===== src/rtl/deserializer_if.sv =====
// Byte-stream in / word-stream out bundle for the deserializer.
// The slave modport is the deserializer's view; master is the view of the
// block driving bytes in and consuming words.
interface deserializer_if #(
    parameter int unsigned DEPTH = 4
) ();

    // Byte side
    logic                     Vin;
    logic                     Sin;
    logic [7:0]               Din;

    // Word side
    logic                     Rdy;
    logic [31:0]              Dout;
    logic                     Vout;

    // Status
    logic                     Err;
    logic                     Ovf;
    logic [$clog2(DEPTH):0]   Level;

    modport master (
        output Vin,
        output Sin,
        output Din,
        output Rdy,
        input  Dout,
        input  Vout,
        input  Err,
        input  Ovf,
        input  Level
    );

    modport slave (
        input  Vin,
        input  Sin,
        input  Din,
        input  Rdy,
        output Dout,
        output Vout,
        output Err,
        output Ovf,
        output Level
    );

endinterface


===== src/rtl/deserializer.sv =====
// Deserializer: packs an MSB-first byte stream into 32-bit words framed by a
// start-of-word marker, and buffers completed words in a small FIFO.
// A byte without a start marker while idle, or a start marker mid-word, is a
// framing error. A word completing while the FIFO is full (and not being
// popped on the same edge) is dropped and flagged as an overflow.
// DEPTH must be a power of two and at least 2 so the pointers wrap naturally.
module deserializer #(
    parameter int unsigned DEPTH = 4
) (
    input  logic             clk,
    input  logic             rst_n,
    deserializer_if.slave    bus
);

    localparam int unsigned AW = $clog2(DEPTH);
    localparam logic [AW:0] FullCnt = (AW + 1)'(DEPTH);

    typedef enum logic {
        StIdle,
        StCollect
    } state_e;

    // Word assembler state
    state_e       state_q, state_d;
    logic [1:0]   idx_q, idx_d;
    logic [31:0]  shift_q, shift_d;

    // Assembler -> FIFO
    logic         push;
    logic [31:0]  push_word;

    // Status pulses
    logic         err_q, err_d;
    logic         ovf_q, ovf_d;

    // FIFO storage and bookkeeping
    logic [31:0]  mem [DEPTH];
    logic [AW-1:0] wr_ptr_q, wr_ptr_d;
    logic [AW-1:0] rd_ptr_q, rd_ptr_d;
    logic [AW:0]   count_q, count_d;

    logic         empty;
    logic         full;
    logic         pop;
    logic         wr_en;

    // Assembler next-state: only qualified bytes advance anything.
    always_comb begin
        state_d   = state_q;
        idx_d     = idx_q;
        shift_d   = shift_q;
        push      = 1'b0;
        push_word = '0;
        err_d     = 1'b0;

        if (bus.Vin) begin
            unique case (state_q)
                StIdle: begin
                    if (bus.Sin) begin
                        shift_d = {bus.Din, 24'h000000};
                        idx_d   = 2'd1;
                        state_d = StCollect;
                    end else begin
                        // Stray byte with no word open: drop it.
                        err_d = 1'b1;
                    end
                end
                StCollect: begin
                    if (bus.Sin) begin
                        // New word starts before the old one finished:
                        // abandon the partial word and restart.
                        err_d   = 1'b1;
                        shift_d = {bus.Din, 24'h000000};
                        idx_d   = 2'd1;
                    end else begin
                        unique case (idx_q)
                            2'd1: begin
                                shift_d[23:16] = bus.Din;
                                idx_d          = 2'd2;
                            end
                            2'd2: begin
                                shift_d[15:8] = bus.Din;
                                idx_d         = 2'd3;
                            end
                            2'd3: begin
                                push      = 1'b1;
                                push_word = {shift_q[31:8], bus.Din};
                                shift_d   = '0;
                                idx_d     = 2'd0;
                                state_d   = StIdle;
                            end
                            default: begin
                                // idx 0 never occurs while collecting; resync.
                                state_d = StIdle;
                                idx_d   = 2'd0;
                            end
                        endcase
                    end
                end
                default: begin
                    state_d = StIdle;
                    idx_d   = 2'd0;
                end
            endcase
        end
    end

    // Assembler and status-pulse registers.
    always_ff @(posedge clk or negedge rst_n) begin
        if (!rst_n) begin
            state_q <= StIdle;
            idx_q   <= 2'd0;
            shift_q <= '0;
            err_q   <= 1'b0;
            ovf_q   <= 1'b0;
        end else begin
            state_q <= state_d;
            idx_q   <= idx_d;
            shift_q <= shift_d;
            err_q   <= err_d;
            ovf_q   <= ovf_d;
        end
    end

    // FIFO control: a full FIFO still accepts a word if the head leaves on
    // the same edge; the write then lands in the slot being vacated.
    always_comb begin
        empty    = (count_q == '0);
        full     = (count_q == FullCnt);
        pop      = !empty && bus.Rdy;
        wr_en    = push && (!full || pop);
        ovf_d    = push && full && !pop;
        wr_ptr_d = wr_en ? wr_ptr_q + AW'(1) : wr_ptr_q;
        rd_ptr_d = pop ? rd_ptr_q + AW'(1) : rd_ptr_q;
        count_d  = count_q;
        if (wr_en && !pop) begin
            count_d = count_q + (AW + 1)'(1);
        end else if (pop && !wr_en) begin
            count_d = count_q - (AW + 1)'(1);
        end
    end

    // FIFO pointer and occupancy registers.
    always_ff @(posedge clk or negedge rst_n) begin
        if (!rst_n) begin
            wr_ptr_q <= '0;
            rd_ptr_q <= '0;
            count_q  <= '0;
        end else begin
            wr_ptr_q <= wr_ptr_d;
            rd_ptr_q <= rd_ptr_d;
            count_q  <= count_d;
        end
    end

    // FIFO storage; contents are don't-care while empty since Dout is gated.
    always_ff @(posedge clk) begin
        if (wr_en) begin
            mem[wr_ptr_q] <= push_word;
        end
    end

    // Outputs come straight from registers (no path from the byte inputs).
    assign bus.Dout  = empty ? 32'h0 : mem[rd_ptr_q];
    assign bus.Vout  = !empty;
    assign bus.Level = count_q;
    assign bus.Err   = err_q;
    assign bus.Ovf   = ovf_q;

    // Occupancy can never exceed the FIFO depth.
    a_level_bound : assert property (
        @(posedge clk) disable iff (!rst_n) count_q <= FullCnt
    );

    // A presented word must hold until it is taken.
    a_dout_stable : assert property (
        @(posedge clk) disable iff (!rst_n)
        (bus.Vout && !bus.Rdy) |=> $stable(bus.Dout)
    );

endmodule


===== src/flat_wrapper.sv =====
// flat-port wrapper written by rule: the top's interface ports become plain ports
module deserializer_flat 
#(
    parameter int unsigned DEPTH = 4
)
  (clk, rst_n, bus_Vin, bus_Sin, bus_Din, bus_Rdy, bus_Dout, bus_Vout, bus_Err, bus_Ovf, bus_Level);
  deserializer_if #(.DEPTH(DEPTH)) bus_i ();
  input  logic clk;
  input  logic rst_n;
  input wire logic [$bits(bus_i.Vin)-1:0] bus_Vin;
  input wire logic [$bits(bus_i.Sin)-1:0] bus_Sin;
  input wire logic [$bits(bus_i.Din)-1:0] bus_Din;
  input wire logic [$bits(bus_i.Rdy)-1:0] bus_Rdy;
  output wire logic [$bits(bus_i.Dout)-1:0] bus_Dout;
  output wire logic [$bits(bus_i.Vout)-1:0] bus_Vout;
  output wire logic [$bits(bus_i.Err)-1:0] bus_Err;
  output wire logic [$bits(bus_i.Ovf)-1:0] bus_Ovf;
  output wire logic [$bits(bus_i.Level)-1:0] bus_Level;
  assign bus_i.Vin = bus_Vin;
  assign bus_i.Sin = bus_Sin;
  assign bus_i.Din = bus_Din;
  assign bus_i.Rdy = bus_Rdy;
  assign bus_Dout = bus_i.Dout;
  assign bus_Vout = bus_i.Vout;
  assign bus_Err = bus_i.Err;
  assign bus_Ovf = bus_i.Ovf;
  assign bus_Level = bus_i.Level;
  deserializer #(.DEPTH(DEPTH)) u_core (.clk(clk), .rst_n(rst_n), .bus(bus_i));
endmodule

===== config.mk =====
export PLATFORM = sky130hd
export DESIGN_NAME = deserializer_flat
export DESIGN_NICKNAME = d
export VERILOG_FILES = /design/src/rtl/deserializer_if.sv /design/src/rtl/deserializer.sv /design/src/flat_wrapper.sv
export SDC_FILE = /design/constraint.sdc
export NUM_CORES = 1
export LEC_CHECK = 0
export BUFFER_PORTS_ARGS = -buffer_cell sky130_fd_sc_hd__buf_2
export CAP_MARGIN = 20
export CORE_UTILIZATION = 60
export DETAILED_ROUTE_END_ITERATION = 16
export GPL_TIMING_DRIVEN = 0
export PLACE_DENSITY = 0.85
export SYNTH_ARGS = -nofsm -noshare
export SYNTH_HDL_FRONTEND = slang
export SYNTH_SLANG_ARGS = --single-unit

===== constraint.sdc =====
create_clock -name clk -period 2.8 [get_ports clk]
set_clock_uncertainty 0.2 [all_clocks]
set_input_delay 0 -clock clk [delete_from_list [all_inputs] [get_ports clk]]
set_output_delay 0 -clock clk [all_outputs]
set_load 0.01 [all_outputs]

Yosys cells after proc, flatten, opt, wreduce, memory -nomap -nowiden
Memories as Yosys holds them, arrays and structs flattened.
Index checks and enable logic that the tools add are counted.
- logic and storage cells: 72
- output and inout port bits: 38
- memories: 1
- bits of input ports: 13
- bits in writable memories: 128
- bits in registers: 44
- memory list (memory ; depth ; bits a word ; rd ports ; clocked after memory_dff ; wr ports ; RTL line ; source):
    u_core.mem ; 4 ; 32 ; 1 ; 0 ; 1 ; deserializer.sv:37 ; logic [31:0] mem [DEPTH];
- muxes and demuxes: 30
- bitwise operators: 1
- equality and inequality tests: 8
- add/sub/neg operators: 4
- reductions and logical operators: 18
- operator list (kind ; count):
    2-to-1 mux 32 bit ; 7
    case mux 32 bit (2 select lines) ; 1
    case mux 8 bit (2 select lines) ; 2
    2-to-1 mux 1 bit ; 11
    AND reduction 3 bit ; 3
    2-to-1 mux 8 bit ; 1
    != test 4 bit, second input constant ; 2
    case mux 2 bit (2 select lines) ; 2
    logical AND 1 bit ; 6
    2-to-1 mux 3 bit ; 2
    adder 2 x 1 -> 2 bit, second input constant ; 2
    equality test 2 bit, second input constant ; 2
    logical NOT 1 bit ; 4
    2-to-1 mux 2 bit ; 2
    case mux 1 bit (2 select lines) ; 2
    adder 3 x 1 -> 3 bit, second input constant ; 1
    equality test 3 bit, second input constant ; 1
    logical NOT 3 bit ; 1
    != test 3 bit, second input constant ; 1
    subtractor 3 x 1 -> 3 bit, second input constant ; 1
    equality test 2 x 1 -> 1 bit, second input constant ; 1
    != test 2 bit, second input constant ; 1
    AND reduction 2 bit ; 1
    nonzero test 2 bit ; 1
    3 further kinds ; 3

Depth between registers and ports, before layout
Gate-level depths: netlist of the first run.
- depth after elaboration: 10
- gate-level depth with buffers: 10
- depth with buffers taken out: 9

Least setup slack after synthesis of the first run
Ideal clock, no wire load.
- path kind: register to register
- start point: register u_core.idx_q[1]
- end point: memory u_core.mem[2][0], enable pin
- arrival time: 1957 ps
- path buffers: 1
- library setup time: 392 ps
- period minus slack after synthesis: 2549 ps
- stages on the path, launching flop included: 6
- required time: 2208 ps
- setup slack: 251 ps
- path through: dfrtp_1 -> ha_1 -> and4b_4 -> nor2b_1 -> buf_6 -> and2_1
- longest elaborated chain between the ends: 8
- ends and longest elaborated chain (element ; RTL line ; source):
    from (decl) ; deserializer.sv:25 ; logic [1:0] idx_q, idx_d;
    from (signal assigned) ; deserializer.sv:118 ; idx_q <= idx_d;
    equality test 2 bit ; deserializer.sv:76 ; unique case (idx_q)
    2-to-1 mux 1 bit ; deserializer.sv:76 ;
    2-to-1 mux 1 bit ; deserializer.sv:69 ; if (bus.Sin) begin
    2-to-1 mux 1 bit ; deserializer.sv:57 ; unique case (state_q)
    2-to-1 mux 1 bit ; deserializer.sv:56 ; if (bus.Vin) begin
    logical AND 1 bit ; deserializer.sv:131 ; wr_en = push && (!full || pop);
    via u_core.wr_en ; deserializer.sv:45 ; logic wr_en;
    2-to-1 mux 1 bit ; deserializer.sv:158 ; if (wr_en) begin
    2-to-1 mux 1 bit (not written as such) ; deserializer.sv:159 ; mem[wr_ptr_q] <= push_word;
    to (decl) ; deserializer.sv:37 ;
The timed path passes the listed nets, and every way through them passes these cells.

Final worst setup path of the first run
- start point: register u_core.idx_q[1]
- end point: memory u_core.mem[2][2], enable pin
Same word-level chain as after synthesis.

==> results of run 1 <==
[worst max-delay path: cells and delay by family (launching register included)]
family / cells / cell delay (ns)
adders and majority gates: 1 / 0.27
buffers and inverters: 1 / 0.14
and+or+nand+nor: 3 / 1.24
DFF: 1 / 0.39
[cells by family (layout without fill, tap and decap cells)]
| group | Yosys count | after routing |
|---|---|---|
| and+or+nand+nor | 91 | 91 |
| AOI/OAI and AO/OA | 14 | 14 |
| xor gates and xnor gates | 6 | 6 |
| muxes | 50 | 50 |
| adders and majority gates | 10 | 10 |
| buffers and inverters | 28 | 124 |
| DFF | 164 | 164 |
[power breakdown]
part	internal, mW	leakage [nW]	switching (mW)
clock	1.50	0.296	0.954
combinational	1.23	1.07	1.16
sequential	2.86	1.60	0.168
total	5.59	2.97	2.28
[cell usage after synthesis (2+ instances only)]
library cell	instances
dfrtp_1	36
nor2b_1	2
and2_2	8
xor2_1	2
clkbuf_1	11
inv_1	9
xnor2_1	4
ha_1	9
mux4_2	32
mux2_4	17
and2_1	69
a32o_1	8
nand2_1	4
a21oi_4	2
buf_2	3
buf_6	4
edfxtp_1	128
[flip-flops by register name (all words and copies together), names as in the netlist]
signal            cells
u_core.bus.Err        1
u_core.idx_q          2
u_core.state_q        1
u_core.bus.Ovf        1
u_core.mem          128
u_core.bus.Level      3
u_core.shift_q       24
u_core.rd_ptr_q       2
u_core.wr_ptr_q       2
[per-layer routing]
| metal | wire, µm | up-vias |
|---|---|---|
| met5 | 0 | - |
| met4 | 410 | 0 |
| met3 | 842 | 38 |
| met2 | 7190 | 159 |
| met1 | 5100 | 1791 |
| li1 | - | 1542 |
[final timing paths]
check / slack, ns / startpoint / cells after the start / endpoint
worst min register to register: 0.30 / u_core.shift_q[25] / 1 / u_core.shift_q[25]
worst min-delay path: -0.004 / rst_n / 2 / u_core.bus.Level[0]
max in group asynchronous: 1.88 / rst_n / 2 / u_core.shift_q[21]
min in group clk: 0.21 / bus_Din[1] / 3 / u_core.shift_q[25]
worst max register to register: 0.15 / u_core.idx_q[1] / 5 / u_core.mem[2][2]
worst max-delay path: 0.15 / u_core.idx_q[1] / 5 / u_core.mem[2][2]
[timing repair]
action	4_1_cts	5_1_grt
resized for setup	0	1
hold buffers	15	0
hold endpoints to repair	101	0
setup endpoints to repair	0	2
[area by class of cell]
| type | count | area (µm²) |
|---|---|---|
| fillers | 630 | 2930 |
| plain buffers | 18 | 105 |
| clock inverters | 15 | 204 |
| repair buffers | 65 | 400 |
| well taps | 140 | 175 |
| flip-flops and latches | 164 | 4740 |
| clock buffers | 17 | 425 |
| multi-input cells | 171 | 1910 |
| inverters | 9 | 33.8 |
==> summary.md, run 1 <==
| Metric | Value |
|---|---|
| Compound-Gate Fraction of Synth Area | `under 10%` |
| Setup WS pre-CTS | `between 0.1 and 0.15 ns` |
| Startpoint types | `flip-flop` |
| Top_reg_cell synth | `edfxtp_1` |
| Proportion of layout cells with a drive suffix above 1 | `~34%` |
| Final worst-path cycle share | `between 90% and 100%` |
| Vias in the first global route | `~3800` |
| Post-route ant nets | `0` |
| NumNets Final | `approximately 470` |
| Syn Std Cell Area | `6790 µm²` |
| Final instance area | `around 8000 µm²` |
| Final min period | `between 2 and 3 ns` |
| CTS Buf Count | `17` |
| CP arrival | `2.50 ns` |
| Clock sink count | `between 150 and 200` |
| Setup ws final | `0.153 ns` |
| Largest family of logic cells by synthesized area | `multiplexers` |
| HPWL Detailed | `~7600 µm` |
| Cell count after synthesis | `roughly 360` |
| Max_slew headroom | `roughly two fifths` |
| RePlAce Congestion | `about 0.74` |
| Post-CTS Setup Bufs | `0` |
| Syn Nets | `386` |
| Slew Limit Fails | `0` |
| Crit Path Max Fanout | `32` |
| Die Span X | `between 100 and 150 µm` |
| Total power | `approximately 8 mW` |
| Post-Synth XOR/XNOR Area | `less than 1%` |
| Most common cell after layout, fill and taps aside | `edfxtp_1` |
| Met3 Use GR | `under 10%` |
| CTS tree | `built` |
| Final wirelength | `roughly 14000 µm` |
| # IOs | `about 50` |
| Most frequent cells in the layout | `edfxtp_1, and2_1, buf_2` |
| First-pass GRT wire length | `20900 µm` |
| Actual slew at the worst max-slew pin | `between 0.9 and 1 ns` |
| Max-cap viol count | `0` |
| P per Cell Area | `between 900 and 1000 nW/µm²` |
| Final hold violations | `6` |
| Chip height | `~110 µm` |
| Failing checks | `hold timing` |
| Simple-Gate Fraction of Synth Area | `roughly 8.7%` |
| Share of flip-flops with an asynchronous set or reset | `between 20% and 30%` |
| Drt drc | `0` |
| CP required | `2.65 ns` |
| Max Clk Rate | `between 300 and 400 MHz` |
| Buffers on Ports | `50` |
| Final setup violation count | `0` |
| Min-Delay Path Class | `in -> async` |
| Synth cell types | `32` |
| Synth area leader | `edfxtp_1` |
| Cell Area, Placed | `7220 µm²` |
| CP cell instances | `ha_1 > and4b_4 > nor2b_1 > buf_6 > and2_2` |
| DIE AREA | `roughly 12000 µm²` |
| RSZ-0062 raised after global routing | `no` |
| Final std cells w/o fill | `around 600` |
| Final Util | `between 70% and 80%` |
| Critical Path Sink Type | `flip-flop` |
| Setup CP Type | `reg -> reg` |
| Clock transition at path regs | `approximately 0.06 ns` |
| N_diodes | `0` |
| Most Crowded Layer GR | `met2` |
| Post-synth EDFFs | `~130` |
| Worst skew pair latency | `0.43 ns` |
| Pin count of the biggest net entering global routing | `37` |
| Vias per cell | `between 5 and 6` |
| Setup TNS Final | `0 ns` |
| Initial core utilization | `62.1%` |
| Multiplexer area fraction after synthesis | `approximately 15%` |
| H-tree depth | `4` |
| Grt met2 use | `between 40% and 50%` |
| Area Overhead vs Synth | `17.8%` |
| Top cells by area in the synthesized netlist | `edfxtp_1, dfrtp_1, mux4_2, and2_1, mux2_4` |
| DR WL/cell | `approximately 23 µm` |
| Syn avg cell area | `between 15 and 20 µm²` |
| 1st-iter DRT viols | `roughly 250` |
| Placed Cells incl. Taps | `approximately 550` |
| Synth Area in Adders | `1.95%` |
| Via count of the routed design | `3530` |
| Total congestion overflow | `0` |
| Total track usage | `approximately a quarter` |
| Row count | `38` |
| Root buf cell | `clkbuf_16` |
| Core area | `roughly 11000 µm²` |
| Yosys top cell area share | `a little under three fifths` |
| Clk buf depth | `2` |
| Drt pass-1 iters | `5` |
| CP max-delay cell | `and2_2` |
| Yosys reg bits | `approximately 160` |
| Max VDD drop | `0.594 mV` |
| Hold Slack | `-0.00449 ns` |
| Status | `complete, but fails checks` |
| Sequential share of the synthesized area | `between 60% and 70%` |
| CP peak stage delay | `between 0.7 and 0.8 ns` |
| Static Leakage | `between 2 and 3 nW` |
| GRT met1 Usage | `~30%` |
| Initial antenna violation count | `0` |
| Yosys warnings | `0` |
Power figures use the tool's default switching activity.
==> inputs of run 2 (changes only) <==
--- a/config.mk
+++ b/config.mk
@@ -5,7 +5,7 @@
 export SDC_FILE = /design/constraint.sdc
 export NUM_CORES = 1
 export LEC_CHECK = 0
-export BUFFER_PORTS_ARGS = -buffer_cell sky130_fd_sc_hd__buf_2
+export BUFFER_PORTS_ARGS = -buffer_cell sky130_fd_sc_hd__clkbuf_2
 export CAP_MARGIN = 20
 export CORE_UTILIZATION = 60
 export DETAILED_ROUTE_END_ITERATION = 16
==> summary.md, run 2 (synthesized netlist as in run 1, its figures left out) <==
| Metric | Value |
|---|---|
| Status | `completed` |
| Initial core utilization | `approximately 62%` |
| # IOs | `51` |
| Final wirelength | `approximately 13000 µm` |
| Total track usage | `about a quarter` |
| Buffers on Ports | `50` |
| Vias in the first global route | `between 3000 and 4000` |
| Final worst-path cycle share | `between 90% and 100%` |
| CTS tree | `built` |
| Core area | `around 11000 µm²` |
| Pin count of the biggest net entering global routing | `37` |
| HPWL Detailed | `7530 µm` |
| Cell Area, Placed | `approximately 7200 µm²` |
| Crit Path Max Fanout | `8` |
| Min-Delay Path Class | `in -> async` |
| Drt pass-1 iters | `4` |
| DR WL/cell | `between 20 and 25 µm` |
| CP required | `just under 3 ns` |
| Via count of the routed design | `between 3000 and 4000` |
| Most common cell after layout, fill and taps aside | `edfxtp_1` |
| Startpoint types | `flip-flop` |
| Clock sink count | `~160` |
| Final min period | `2.68 ns` |
| Max Clk Rate | `373 MHz` |
| Drt drc | `0` |
| Root buf cell | `clkbuf_16` |
| Final std cells w/o fill | `between 600 and 700` |
| Chip height | `between 100 and 150 µm` |
| Max-cap viol count | `0` |
| Worst reg2reg path depth | `8` |
| NumNets Final | `473` |
| Total power | `between 7 and 8 mW` |
| Clock transition at path regs | `around 0.060 ns` |
| RePlAce Congestion | `~0.74` |
| Worst skew pair latency | `0.42 ns` |
| Final instance area | `~8000 µm²` |
| CTS Buf Count | `17` |
| 1st-iter DRT viols | `239` |
| N_diodes | `0` |
| Final setup violation count | `0` |
| Area Overhead vs Synth | `17.0%` |
| Max reg flops | `about 130` |
| Total congestion overflow | `0` |
| First-pass GRT wire length | `20500 µm` |
| Die Span X | `approximately 110 µm` |
| Largest register by flop count | `u_core.mem` |
| Vias per cell | `between 5 and 6` |
| Final hold violations | `0` |
| Row count | `38` |
| Initial antenna violation count | `0` |
| RSZ-0062 raised after global routing | `no` |
| Post-route ant nets | `0` |
| Max_slew headroom | `39.4%` |
| P per Cell Area | `~950 nW/µm²` |
| Most frequent cells in the layout | `edfxtp_1, and2_1, clkbuf_2` |
| Placed Cells incl. Taps | `553` |
| Max VDD drop | `roughly 0.6 mV` |
| Static Leakage | `between 2 and 3 nW` |
| Setup TNS Final | `0 ns` |
| DIE AREA | `about 12000 µm²` |
| H-tree depth | `4` |
| Proportion of layout cells with a drive suffix above 1 | `33.9%` |
| Slew Limit Fails | `0` |
| Critical Path Sink Type | `flip-flop` |
| Actual slew at the worst max-slew pin | `approximately 0.9 ns` |
| Setup CP Type | `reg -> reg` |
| CP arrival | `~2.8 ns` |
| Clk buf depth | `2` |
[run 2: cell count changes in the layout (fill, tap and decap cells not counted), sizes merged]
cell / before / now
inv: 12 / 10
dlygate4sd3: 15 / 19
clkinv: 4 / 8
clkbuf: 27 / 79
bufinv: 4 / 0
buf: 58 / 8
[run 2: what timing repair did]
| item | in CTS | in global routing |
|---|---|---|
| gates resized for setup | 0 | 1 |
| hold buffers | 19 | 0 |
| setup buffers | 0 | 0 |
| hold endpoints to repair | 102 | 0 |
| endpoints found under the setup margin | 0 | 1 |
[run 2: critical path, cell delays in order (launching register included)]
cell and delay (ns):
dfrtp_1 0.45, or3_1 0.61, nand2_1 0.22, ha_1 0.21, inv_1 0.06, fa_1 0.37, xor2_1 0.17, nor2_1 0.15
xor2_1 0.17
[run 2: path summary, 6_finish.rpt]
path,start,end,slack (ns)
worst max-delay path,u_core.bus.Level[0],u_core.bus.Level[2],0.12
worst min register to register,u_core.shift_q[23],u_core.shift_q[23],0.31
max in group asynchronous,rst_n,u_core.shift_q[27],1.79
worst min-delay path,rst_n,u_core.wr_ptr_q[1],0.04
worst max register to register,u_core.bus.Level[0],u_core.bus.Level[2],0.12
min in group clk,bus_Rdy,u_core.rd_ptr_q[1],0.27
[run 2: final cells by class]
type / count / area [µm²]
sequential: 164 / 4740
clock buffer: 19 / 453
fill: 659 / 2990
inverter: 9 / 33.8
multi-input combinational: 171 / 1910
tap: 140 / 175
timing repair buffer: 69 / 440
buffer: 18 / 105
clock inverter: 13 / 85.1
[run 2: layer usage]
layer	vias up	routed length, µm	track usage [%]
li1	1551	-	-
met2	118	6870	41.2
met5	-	0	0
met4	0	226	11.6
met3	19	720	5.91
met1	1829	5290	31.9
[run 2: per-stage QoR]
step | setup slack, ns | hold slack [ns] | util [%]
6_report | 0.118 | 0.0417 | 72.7
5_1_grt | 0.0283 | 0.119 | 72.7
4_1_cts | 0.0793 | 0.0356 | 72.7
3_5_place_dp | 0.106 | -0.0468 | 66.0
3_3_place_gp | -0.384 | -0.0534 | 66.0
2_1_floorplan | 0.251 | -0.496 | -
[run 2: power by group]
part           internal (mW)  total [mW]  switching [mW]
clock                   1.17        2.08           0.912
combinational           1.24        2.40            1.16
sequential              2.86        3.03           0.169
